==> src/rtl/dvi_rx_axis.sv <==
// DVI/TMDS receiver front end producing an AXI4-Stream pixel stream.
// Symbols are classified and decoded in one register stage. A three-state
// lock FSM then moves each pixel through a one-entry hold register into the
// AXI output register. The hold register is what makes tlast possible: a
// pixel only leaves it once we know whether it ends the frame.
// Optional build macro: DVI_RX_STATS_EN adds the active width/height counters.
//
// state    | meaning
// UNLOCKED | counting consecutive all-channel control tokens
// BLANK    | locked, in horizontal or vertical blanking
// ACTIVE   | locked, capturing pixels of a visible line
module dvi_rx_axis #(
  parameter int LOCK_TOKENS = 64
) (
  input  logic        axis_aclk,
  input  logic        axis_aresetn,
  input  logic [9:0]  tmds0,
  input  logic [9:0]  tmds1,
  input  logic [9:0]  tmds2,
  output logic        axis_tvalid,
  input  logic        axis_tready,
  output logic [31:0] axis_tdata,
  output logic        axis_tlast,
  output logic        hsync,
  output logic        vsync,
  output logic        locked,
  output logic        overflow,
  output logic [11:0] h_active,
  output logic [11:0] v_active
);

  localparam int CNT_W = $clog2(LOCK_TOKENS + 1);

  typedef enum logic [1:0] {UNLOCKED = 2'd0, BLANK = 2'd1, ACTIVE = 2'd2} state_e;

  function automatic logic is_token(input logic [9:0] q);
    return (q == 10'h354) || (q == 10'h0AB) || (q == 10'h154) || (q == 10'h2AB);
  endfunction

  // Returns {c1, c0} for a control token.
  function automatic logic [1:0] token_ctl(input logic [9:0] q);
    case (q)
      10'h0AB: return 2'b01;
      10'h154: return 2'b10;
      10'h2AB: return 2'b11;
      default: return 2'b00;
    endcase
  endfunction

  function automatic logic [7:0] tmds_decode(input logic [9:0] q);
    logic [7:0] d;
    logic [7:0] o;
    d    = q[9] ? ~q[7:0] : q[7:0];
    o[0] = d[0];
    for (int i = 1; i < 8; i++) o[i] = q[8] ? (d[i] ^ d[i-1]) : ~(d[i] ^ d[i-1]);
    return o;
  endfunction

  logic [2:0]  tok_q;
  logic [23:0] pix_q;
  logic        hsync_q, vsync_q;
  state_e      state_q, state_d;
  logic [CNT_W-1:0] cnt_q, cnt_d;
  logic        hold_vld_q, hold_vld_d;
  logic [23:0] hold_data_q, hold_data_d;
  logic        out_vld_q, out_vld_d, out_last_q, out_last_d, ovf_q, ovf_d;
  logic [23:0] out_data_q, out_data_d;
  logic        rel, rel_last;
  logic        all_tok, all_dat;

  assign all_tok = &tok_q;
  assign all_dat = ~|tok_q;

  // Classification/decode stage; sync bits only follow channel-0 tokens.
  always_ff @(posedge axis_aclk or negedge axis_aresetn) begin
    if (!axis_aresetn) begin
      tok_q   <= '0;
      pix_q   <= '0;
      hsync_q <= 1'b0;
      vsync_q <= 1'b0;
    end else begin
      tok_q <= {is_token(tmds2), is_token(tmds1), is_token(tmds0)};
      pix_q <= {tmds_decode(tmds2), tmds_decode(tmds1), tmds_decode(tmds0)};
      if (is_token(tmds0)) {vsync_q, hsync_q} <= token_ctl(tmds0);
    end
  end

  // FSM state, lock counter, hold and output registers.
  always_ff @(posedge axis_aclk or negedge axis_aresetn) begin
    if (!axis_aresetn) begin
      state_q     <= UNLOCKED;
      cnt_q       <= '0;
      hold_vld_q  <= 1'b0;
      hold_data_q <= '0;
      out_vld_q   <= 1'b0;
      out_last_q  <= 1'b0;
      out_data_q  <= '0;
      ovf_q       <= 1'b0;
    end else begin
      state_q     <= state_d;
      cnt_q       <= cnt_d;
      hold_vld_q  <= hold_vld_d;
      hold_data_q <= hold_data_d;
      out_vld_q   <= out_vld_d;
      out_last_q  <= out_last_d;
      out_data_q  <= out_data_d;
      ovf_q       <= ovf_d;
    end
  end

  // Next-state logic; a capture releases the previously held pixel.
  always_comb begin
    state_d     = state_q;
    cnt_d       = cnt_q;
    hold_vld_d  = hold_vld_q;
    hold_data_d = hold_data_q;
    rel         = 1'b0;
    rel_last    = 1'b0;
    case (state_q)
      UNLOCKED: begin
        if (all_tok) begin
          if (cnt_q < CNT_W'(LOCK_TOKENS)) cnt_d = cnt_q + CNT_W'(1);
          if (cnt_d == CNT_W'(LOCK_TOKENS)) begin
            state_d = BLANK;
            cnt_d   = '0;
          end
        end else begin
          cnt_d = '0;
        end
      end
      BLANK, ACTIVE: begin
        if (all_dat) begin
          state_d     = ACTIVE;
          rel         = hold_vld_q;
          hold_vld_d  = 1'b1;
          hold_data_d = pix_q;
        end else if (all_tok) begin
          state_d = BLANK;
          if (state_q == BLANK && vsync_q && hold_vld_q) begin
            rel        = 1'b1;
            rel_last   = 1'b1;
            hold_vld_d = 1'b0;
          end
        end else begin
          state_d    = UNLOCKED;
          cnt_d      = '0;
          hold_vld_d = 1'b0;
        end
      end
      default: begin
        state_d    = UNLOCKED;
        cnt_d      = '0;
        hold_vld_d = 1'b0;
      end
    endcase
  end

  // AXI output register; a release into a stalled full register is dropped.
  always_comb begin
    out_vld_d  = out_vld_q;
    out_last_d = out_last_q;
    out_data_d = out_data_q;
    ovf_d      = ovf_q;
    if (out_vld_q && axis_tready) out_vld_d = 1'b0;
    if (rel) begin
      if (!out_vld_q || axis_tready) begin
        out_vld_d  = 1'b1;
        out_last_d = rel_last;
        out_data_d = hold_data_q;
      end else begin
        ovf_d = 1'b1;
      end
    end
  end

  assign axis_tvalid = out_vld_q;
  assign axis_tdata  = {8'h00, out_data_q};
  assign axis_tlast  = out_last_q;
  assign hsync       = hsync_q;
  assign vsync       = vsync_q;
  assign locked      = (state_q != UNLOCKED);
  assign overflow    = ovf_q;

`ifdef DVI_RX_STATS_EN
  logic [11:0] pix_cnt_q, line_cnt_q, h_act_q, v_act_q, line_next;
  logic        vs_prev_q, eol, vs_rise;

  function automatic logic [11:0] sat_inc(input logic [11:0] x);
    return (x == 12'hFFF) ? x : x + 12'd1;
  endfunction

  assign eol       = (state_q == ACTIVE) && all_tok;
  assign vs_rise   = vsync_q && !vs_prev_q;
  assign line_next = eol ? sat_inc(line_cnt_q) : line_cnt_q;

  // Width counts pixels per ACTIVE run; height counts line ends per frame.
  always_ff @(posedge axis_aclk or negedge axis_aresetn) begin
    if (!axis_aresetn) begin
      pix_cnt_q  <= '0;
      line_cnt_q <= '0;
      h_act_q    <= '0;
      v_act_q    <= '0;
      vs_prev_q  <= 1'b0;
    end else begin
      vs_prev_q <= vsync_q;
      if (state_q == UNLOCKED) begin
        pix_cnt_q  <= '0;
        line_cnt_q <= '0;
      end else begin
        if (all_dat) pix_cnt_q <= (state_q == BLANK) ? 12'd1 : sat_inc(pix_cnt_q);
        if (eol) h_act_q <= pix_cnt_q;
        if (vs_rise) begin
          v_act_q    <= line_next;
          line_cnt_q <= '0;
        end else begin
          line_cnt_q <= line_next;
        end
      end
    end
  end

  assign h_active = h_act_q;
  assign v_active = v_act_q;
`else
  assign h_active = '0;
  assign v_active = '0;
`endif

endmodule

==> config.mk <==
export PLATFORM = sky130hd
export DESIGN_NAME = dvi_rx_axis
export DESIGN_NICKNAME = d
export VERILOG_FILES = /design/src/rtl/dvi_rx_axis.sv
export SDC_FILE = /design/constraint.sdc
export NUM_CORES = 1
export LEC_CHECK = 0
export CORE_UTILIZATION = 50
export DETAILED_ROUTE_END_ITERATION = 16
export GPL_TIMING_DRIVEN = 0
export PLACE_DENSITY = 0.8
export SKIP_LAST_GASP = 1
export SYNTH_ARGS = -nofsm -noshare
export SYNTH_HDL_FRONTEND = slang
export SYNTH_SLANG_ARGS = --single-unit
==> constraint.sdc <==
create_clock -name axis_aclk -period 3.2 [get_ports axis_aclk]
set_clock_uncertainty 0.15 [all_clocks]
set_input_delay 0.48 -clock axis_aclk [delete_from_list [all_inputs] [get_ports axis_aclk]]
set_output_delay 0.48 -clock axis_aclk [all_outputs]
set_load 0.05 [all_outputs]
# ---- Yosys cells after proc, flatten, opt, wreduce, memory -nomap -nowiden
# Cells that the tools add are included.
dict set report word_totals {
  reg_bits 90
  latch_bits 0
  ramBits 0
  romBits 0
  inputBits 33
  output_inout_bits 62
  word_cells 158
  mem_count 0
}
dict set report classes {
  add_sub_neg 1
  mul 0
  div 0
  magnitude_cmp 1
  n_eq_ne 20
  shift 0
  n_mux 51
  bitwise 48
  n_reduce_logical 25
}
# op count
set ops {}
lappend ops {{equality test 10 bit, second input constant} 6}
lappend ops {{2-to-1 mux 7 bit} 7}
lappend ops {{2-to-1 mux 1 bit} 34}
lappend ops {{equality test 10 x 8 -> 1 bit, second input constant} 3}
lappend ops {{equality test 10 x 9 -> 1 bit, second input constant} 3}
lappend ops {{2-to-1 mux 8 bit} 3}
lappend ops {{inverter 1 bit} 24}
lappend ops {{inverter 8 bit} 3}
lappend ops {{XOR 1 bit} 21}
lappend ops {{case mux 7 bit (2 select lines)} 1}
lappend ops {{AND reduction 2 bit} 6}
lappend ops {{logical OR 1 bit} 10}
lappend ops {{inequality test 2 bit, second input constant} 4}
lappend ops {{adder 7 x 1 -> 7 bit, second input constant} 1}
lappend ops {{equality test 7 bit, second input constant} 1}
lappend ops {{< comparator 7 bit, second input constant} 1}
lappend ops {{2-to-1 mux 2 bit} 3}
lappend ops {{case mux 2 bit (3 select lines)} 1}
lappend ops {{inequality test 4 bit, second input constant} 1}
lappend ops {{case mux 2 bit (2 select lines)} 1}
lappend ops {{logical AND 1 bit} 3}
lappend ops {{AND reduction 3 bit} 1}
lappend ops {{OR reduction 3 bit} 1}
lappend ops {{equality test 2 x 1 -> 1 bit, second input constant} 1}
lappend ops {{6 further kinds} 6}

# ---- Depth between registers and ports, before layout
# Gate-level depths: netlist (run 1).
dict set report depth {
  word_depth 8
  depth_mapped 7
  mapped_depth_nobuf 6
}

# ---- Worst setup path after synthesis (run 1)
# No wires, ideal clock.
dict set report synth_path {
  path_type {reg-to-reg}
  startpoint {reg state_q[0]}
  endpoint {reg cnt_q[0]}
  setup_ns 0.125
  t_arrival_ns 1.696
  t_required_ns 2.925
  path_slack_ns 1.229
  stages_incl_launch_ff 8
  n_path_buf 1
  synth_period_minus_slack_ns 1.971
  path_cell_list {dfrtp_1 -> inv_1 -> ha_1 -> buf_2 -> inv_1 -> nor3b_1 -> a21o_1 -> mux2_2}
}
dict set report synth_via {
  elab_chain_len 4
  elab_cells_between_ends 8
  classes_between {4 x eq/ne; 1 x mux; 3 x reduce/logical}
}
# item line
set synth_lines {}
lappend synth_lines {{from (decl)} 62} ;# state_e state_q, state_d;
lappend synth_lines {{from (signal assigned)} 100} ;# state_q <= state_d;
lappend synth_lines {{equality test 2 x 1 -> 1 bit or equality test 2 bit (tied branches)} 119} ;# case (state_q)
lappend synth_lines {{OR reduction 2 bit} 119}
lappend synth_lines {{inequality test 2 bit (no line)} n/a}
lappend synth_lines {{AND reduction 2 bit (no line)} n/a}
lappend synth_lines {{to (signal assigned)} 101} ;# cnt_q <= cnt_d;
lappend synth_lines {{to (decl)} 63} ;# logic [CNT_W-1:0] cnt_q, cnt_d;
# Several ways; a longest one is shown, not always the timed one.
# A chain may end at the register's enable or synchronous reset.

# ---- Worst setup path after layout (run 1)
dict set report layout_path {
  startpoint {reg state_q[0]}
  endpoint {out locked}
}
dict set report layout_via {
  elab_chain_len 1
}
# item line
set layout_lines {}
lappend layout_lines {{nonzero test 2 bit} 181} ;# assign locked = (state_q != UNLOCKED);
lappend layout_lines {{to (decl)} 26} ;# output logic locked,
# No other way between the ends.

==> flow_metrics.tcl, run 1 <==
set metrics [dict create \
    status "complete, no violations" \
    crit_path_start_kind "flip-flop" \
    drive_gt1_share_pct 18.7 \
    path_class "flip-flop to primary output" \
    cp_top_family "buffers and inverters" \
    slew_headroom_pct 62.6 \
    worstPathArrival_ns 2.08 \
    combPwrFrac_pct 11.6 \
    timing.critical_path.buf_inv 4 \
    cts-buffers-inserted 9 \
    maxSlewViolCount 0 \
    p_sw_mw 0.591 \
    synthToLayoutAreaGrowth_pct 26.8 \
    clock_sinks 90 \
    synth_simple_gate_area_share_pct 15.0 \
    place_congestion 0.814 \
    ys_types 47 \
    yosys.area_share.adder_pct 1.19 \
    cts_tree "yes" \
    p_sw_share_pct 24.5 \
    dp_hpwl_microns 5420 \
    p_int_mw 1.82 \
    core_sq_mm 0.00818 \
    cap_violations 0 \
    hold_class "flip-flop to flip-flop" \
    postPlaceCellArea_sq_mm 0.00505 \
    clkTransAtPathRegs_ns 0.09 \
    antenna_found_initial 0 \
    synth_top_family_by_area "simple AND/OR/NAND/NOR gates" \
    htreeDepth 3 \
    diodes 0 \
    nFillCells 650 \
    drt_iter0_drc 113 \
    instances_no_fill 580 \
    ir_drop_uv 257 \
    vias 2743 \
    fin_ws_ns 0.486 \
    syn_inst 367 \
    grt_pass1_wl_microns 12200 \
    grt_pass1_vias 2673 \
    cp_max_fo 9 \
    dp.cells 563 \
    critPathRequiredTime_ns 2.57 \
    cts_resized 0 \
    synth-seq-cells 90 \
    start_util_pct 51.3 \
    synth.avg_cell_area_sq_um 11.4 \
    seq_area_frac_synth_pct 53.7 \
    grt_use_total_pct 18.4 \
    synthXorXnorAreaFrac_pct 8.36 \
    drc_errors 0 \
    die_h_microns 93.5 \
    grt_max_degree 49 \
    crit_path_max_incr_delay_ns 0.80 \
    wl_microns 7270 \
    yosysWarnings 0 \
    portBuffers 59 \
    pre_cts_slack_ns 0.878 \
    fin_crit_sh_pct 84.8 \
    dieArea_sq_mm 0.00875 \
    setup_viol 0 \
    crit_top_cell "inv_1" \
    total_power_mw 2.41 \
    synth_ff_type "dfrtp_1" \
    seq_power_share_pct 49.9 \
    hold_viol 0 \
    critPathCaptureType "primary output" \
    synthArstFlopShare_pct 100 \
    clk_latency_ns 0.36 \
    ioPinCount 95 \
    synth_compound_area_share_pct 4.69 \
    synthMuxAreaShare_pct 9.02 \
    fin_nets 507 \
    power.density_mw_per_mm2 453 \
    cpMaxStageDelayCell "clkdlybuf4s50_1" \
    drt_first_pass_iters 4 \
    worstMarginPinSlew_ns 0.562 \
    fin_crit_ns 2.71 \
    routedWlPerCell_microns 12.5 \
    vias_per_cell 4.73 \
    ant_nets 0 \
    gr-total-overflow 0 \
    fin_area_sq_mm 0.00531 \
    cp_cell_sequence "inv_1 > ha_1 > buf_2 > inv_1 > clkdlybuf4s50_1" \
    rows 33 \
    die_w_microns 93.5 \
    p_leak_nw 2.65 \
    cts_root_buffer "clkbuf_8" \
    fmax_mhz 368 \
    synth-edff-count 0 \
    rsz0062_at_grt "false" \
    clk_path_buf_depth 2 \
    syn_area_sq_mm 0.00419 \
    clockPowerShare_pct 38.5 \
]
==> power by group through the flow <==
stage	logic [mW]	registers (mW)	clock network (mW)
finish	0.278	1.20	0.927
global route	0.300	1.21	0.984
CTS	0.280	1.20	0.939
detailed placement	0.279	1.22	0
global placement	0.272	1.22	0
floorplan	0.177	1.23	0
==> layout make-up <==
cell class	count	area [sq um]	share of cell area, %
buffer	46	318	5.98
inverter	4	15.0	0.283
clock inverter	7	125	2.36
multi-input combinational	258	1720	32.4
sequential	90	2250	42.4
clock buffer	9	124	2.33
timing repair buffer	61	626	11.8
tap	105	131	2.47
==> layout by cell type (no fill, tap or decap), types with 8 or more instances in the layout <==
cell type         n
dfrtp_1          90
nand2_1          89
clkdlybuf4s50_1  58
buf_4            34
conb_1           32
xnor2_1          23
mux2_4           20
xor2_1           17
clkbuf_8          9
o21ai_0           8
==> path summary, 6_finish.rpt <==
| kind | start | end | slack [ns] | cells past startpoint |
|---|---|---|---|---|
| min reg2reg | pix_q[13] | hold_data_q[13] | 0.29 | 2 |
| max | state_q[0] | locked | 0.49 | 5 |
| max in group asynchronous | axis_aresetn | out_data_q[13] | 1.80 | 3 |
| min in group asynchronous | axis_aresetn | pix_q[0] | 0.50 | 2 |
| max reg2reg | state_q[0] | out_data_q[8] | 1.16 | 6 |
| min | pix_q[13] | hold_data_q[13] | 0.29 | 2 |
==> repair_timing <==
action	in CTS	in global routing
hold buffers	1	0
endpoints found under the hold margin	42	0
buffers inserted	0	0
==> cell usage after synthesis (3+ instances only) <==
| cell type | instances | share of area (%) |
|---|---|---|
| xnor2_1 | 23 | 4.8 |
| nand3_1 | 3 | 0.36 |
| clkbuf_1 | 6 | 0.54 |
| nor4bb_1 | 3 | 0.72 |
| inv_1 | 4 | 0.36 |
| nor2_1 | 4 | 0.36 |
| o21ai_0 | 8 | 0.96 |
| dfrtp_1 | 90 | 54 |
| buf_2 | 5 | 0.60 |
| buf_4 | 33 | 5.9 |
| nor3_1 | 5 | 0.60 |
| a21oi_1 | 3 | 0.36 |
| a31oi_1 | 4 | 0.60 |
| nand4_1 | 4 | 0.60 |
| mux2_2 | 6 | 1.6 |
| nand2_1 | 89 | 8.0 |
| ha_1 | 4 | 1.2 |
| xor2_1 | 17 | 3.6 |
| mux2_4 | 20 | 7.2 |
| nand4bb_1 | 3 | 0.81 |
==> state kept, by name, summed over array words and instances (netlist names) <==
signal	flops
cnt_q	7
overflow	1
hsync	1
vsync	1
pix_q	24
axis_tvalid	1
out_data_q	24
axis_tlast	1
state_q	2
tok_q	3
hold_vld_q	1
hold_data_q	24
==> per-layer routing <==
layer / up-vias / routed length (microns) / GRT usage [%] / part of all wire, %
met4: 0 / 119 / 9.10 / 1.6
met2: 80 / 3680 / 31.2 / 51
met5: - / 0 / 0 / 0
met3: 9 / 365 / 3.58 / 5.0
li1: 1357 / - / - / -
met1: 1297 / 3110 / 22.3 / 43
==> worst min-delay path: stages (launching register included) <==
cell	delay [ns]
dfrtp_1	0.33
nand2_1	0.04
nand2_1	0.04
==> through the flow <==
stage | setup TNS, ns | util, % | hold slack (ns)
floorplan | 0 | - | 0.0344
global placement | -137.78 | 61.5 | 0.269
detailed placement | 0 | 61.8 | 0.272
CTS | 0 | 65.0 | 0.295
global route | 0 | 65.0 | 0.315
finish | 0 | 65.0 | 0.291
==> logic make-up (layout without fill, tap and decap cells) <==
logic type | Yosys count | count (layout)
simple gates | 128 | 128
flops | 90 | 90
compound gates | 27 | 27
other cells | 1 | 32
fa+ha+maj | 4 | 4
mux | 27 | 27
buf+inv | 50 | 127
xor+xnor | 40 | 40
(Power assumes the default switching activity.)
==> run 2: changes to the inputs <==
==> constraint.sdc (replaced) <==
create_clock -name axis_aclk -period 2.58 [get_ports axis_aclk]
set_clock_uncertainty 0.15 [all_clocks]
set_input_delay 0.387 -clock axis_aclk [delete_from_list [all_inputs] [get_ports axis_aclk]]
set_output_delay 0.387 -clock axis_aclk [all_outputs]
set_load 0.05 [all_outputs]
==> run 2 against run 1 <==
Compared with the run above: critical path depth did not move; worst setup slack got worse by 0.25 ns; sequential share of layout area barely moved; global-route usage is the same; combinational power up 24%; sequential cell count is the same; wire length stayed put; core utilization hardly changed; count of clock-buffer cells in the layout unchanged; total power up 24%; critical path type unchanged; largest cell class unchanged.
==> flow_metrics.tcl, run 2 (synthesis results as in run 1) <==
set metrics [dict create \
    cp_max_fo 9 \
    drc_errors 0 \
    grt_use_total_pct 18.4 \
    critPathCapture "locked" \
    status "complete, no violations" \
    critPathCaptureType "primary output" \
    critPathRequiredTime_ns 2.04 \
    reg2reg_from "state_q[0]" \
    r2r_cells 6 \
    fin_nets 507 \
    timing.rr.end "out_data_q[8]" \
    crit_path_start_kind "flip-flop" \
    path_class "flip-flop to primary output" \
    htreeDepth 3 \
    antenna_found_initial 0 \
    fmax_mhz 426 \
    hold_class "flip-flop to flip-flop" \
    cap_violations 0 \
    wl_microns 7270 \
    fin_crit_ns 2.35 \
    ant_nets 0 \
    hold_viol 0 \
    synthToLayoutAreaGrowth_pct 26.8 \
    grt_pass1_wl_microns 12200 \
    diodes 0 \
    dp_hpwl_microns 5420 \
    portBuffers 59 \
    ir_drop_uv 319 \
    holdPathStages 2 \
    ff_latch_area_sq_mm 0.00225 \
    vias_per_cell 4.73 \
    clk_path_buf_depth 2 \
    worstMarginPinSlew_ns 0.562 \
    drt_iter0_drc 113 \
    clkTransAtPathRegs_ns 0.09 \
    dp.cells 563 \
    grt_pass1_vias 2673 \
    start_util_pct 51.3 \
    dieArea_sq_mm 0.00875 \
    instances_no_fill 580 \
    fin_crit_sh_pct 90.9 \
    nFillCells 651 \
    gr-total-overflow 0 \
    place_congestion 0.814 \
    reg2reg_setup_slack_ns 0.54 \
    ioPinCount 95 \
    slew_headroom_pct 62.6 \
    rows 33 \
    cts-buffers-inserted 9 \
    die_w_microns 93.5 \
    clk_latency_ns 0.36 \
    core_sq_mm 0.00818 \
    clock_sinks 90 \
    vias 2743 \
    final_common_cell "dfrtp_1" \
    largest_registers "hold_data_q x24, out_data_q x24, pix_q x24" \
    rsz0062_at_grt "false" \
    drt_first_pass_iters 4 \
    grt_max_degree 49 \
    routedWlPerCell_microns 12.5 \
    cp-startpoint "state_q[0]" \
    fin_ws_ns 0.235 \
    cts_root_buffer "clkbuf_8" \
    setup_viol 0 \
    cts_tree "yes" \
    p_leak_nw 2.65 \
    pre_cts_slack_ns 0.351 \
    maxSlewViolCount 0 \
    worstPathArrival_ns 1.81 \
    die_h_microns 93.5 \
    drive_gt1_share_pct 18.7 \
    layout_common_cells "dfrtp_1 (90), nand2_1 (89), clkdlybuf4s50_1 (57)" \
    power.density_mw_per_mm2 562 \
    multi_input_comb_area_sq_mm 0.00172 \
]
## run 2: cell count changes in the layout (fill, tap and decap cells not counted)
cell             change
clkdlybuf4s50_1      -1
dlygate4sd2_1        +1
## run 2: layout make-up
type / instances / area share, %
buffer: 46 / 5.98
multi-input combinational: 258 / 32.4
clock inverter: 7 / 2.36
tap: 105 / 2.47
sequential: 90 / 42.4
timing repair buffer: 61 / 11.8
inverter: 4 / 0.283
clock buffer: 9 / 2.33
## run 2: power by group
part	internal (mW)	switching [mW]
Sequential	1.47	0.0229
Clock	0.651	0.499
Combinational	0.134	0.211
## run 2: worst max-delay path: stages (launching register included)
cell,delay (ns)
dfrtp_1,0.42
inv_1,0.06
ha_1,0.18
buf_2,0.17
inv_1,0.09
dlygate4sd2_1,0.52
## run 2: timing repair
item,in CTS,in global routing
gates resized for setup,1,0
hold endpoints to repair,42,0
endpoints found under the setup margin,1,0
hold buffers,1,0
buffers inserted,0,0
## run 2: stage by stage
| step | total power, mW | area (sq um) | setup TNS, ns | hold slack [ns] | util [%] |
|---|---|---|---|---|---|
| after detailed placement | 1.86 | 5050 | 0 | 0.269 | 61.8 |
| after global routing | 3.09 | 5310 | 0 | 0.313 | 65.0 |
| after floorplan | 1.75 | 4310 | 0 | -0.0586 | - |
| final | 2.99 | 5310 | 0 | 0.291 | 65.0 |
| after CTS | 3.00 | 5310 | 0 | 0.295 | 65.0 |
| after global placement | 1.85 | 5030 | -185.21 | 0.269 | 61.5 |
## run 2: worst min path at each step
stage / end / start
after floorplan: axis_tlast / axis_aresetn
after global placement: hold_data_q[9] / pix_q[9]
after detailed placement: pix_q[0] / axis_aresetn
after CTS: hold_data_q[13] / pix_q[13]
after global routing: tok_q[1] / tmds1[8]
final: hold_data_q[13] / pix_q[13]
## run 2: metal layers
metal	wire, microns	up-vias	track usage [%]
met5	0	-	0
met3	365	9	3.58
met1	3110	1297	22.3
met2	3680	80	31.2
met4	119	0	9.10
li1	-	1357	-
==> run 3: changes to the inputs <==
--- a/config.mk
+++ b/config.mk
@@ -9,7 +9,6 @@
 export DETAILED_ROUTE_END_ITERATION = 16
 export GPL_TIMING_DRIVEN = 0
 export PLACE_DENSITY = 0.8
-export SKIP_LAST_GASP = 1
 export SYNTH_ARGS = -nofsm -noshare
 export SYNTH_HDL_FRONTEND = slang
 export SYNTH_SLANG_ARGS = --single-unit
==> results of run 3 <==
No change in the layout: final DEF, timing and power equal those of run 2.
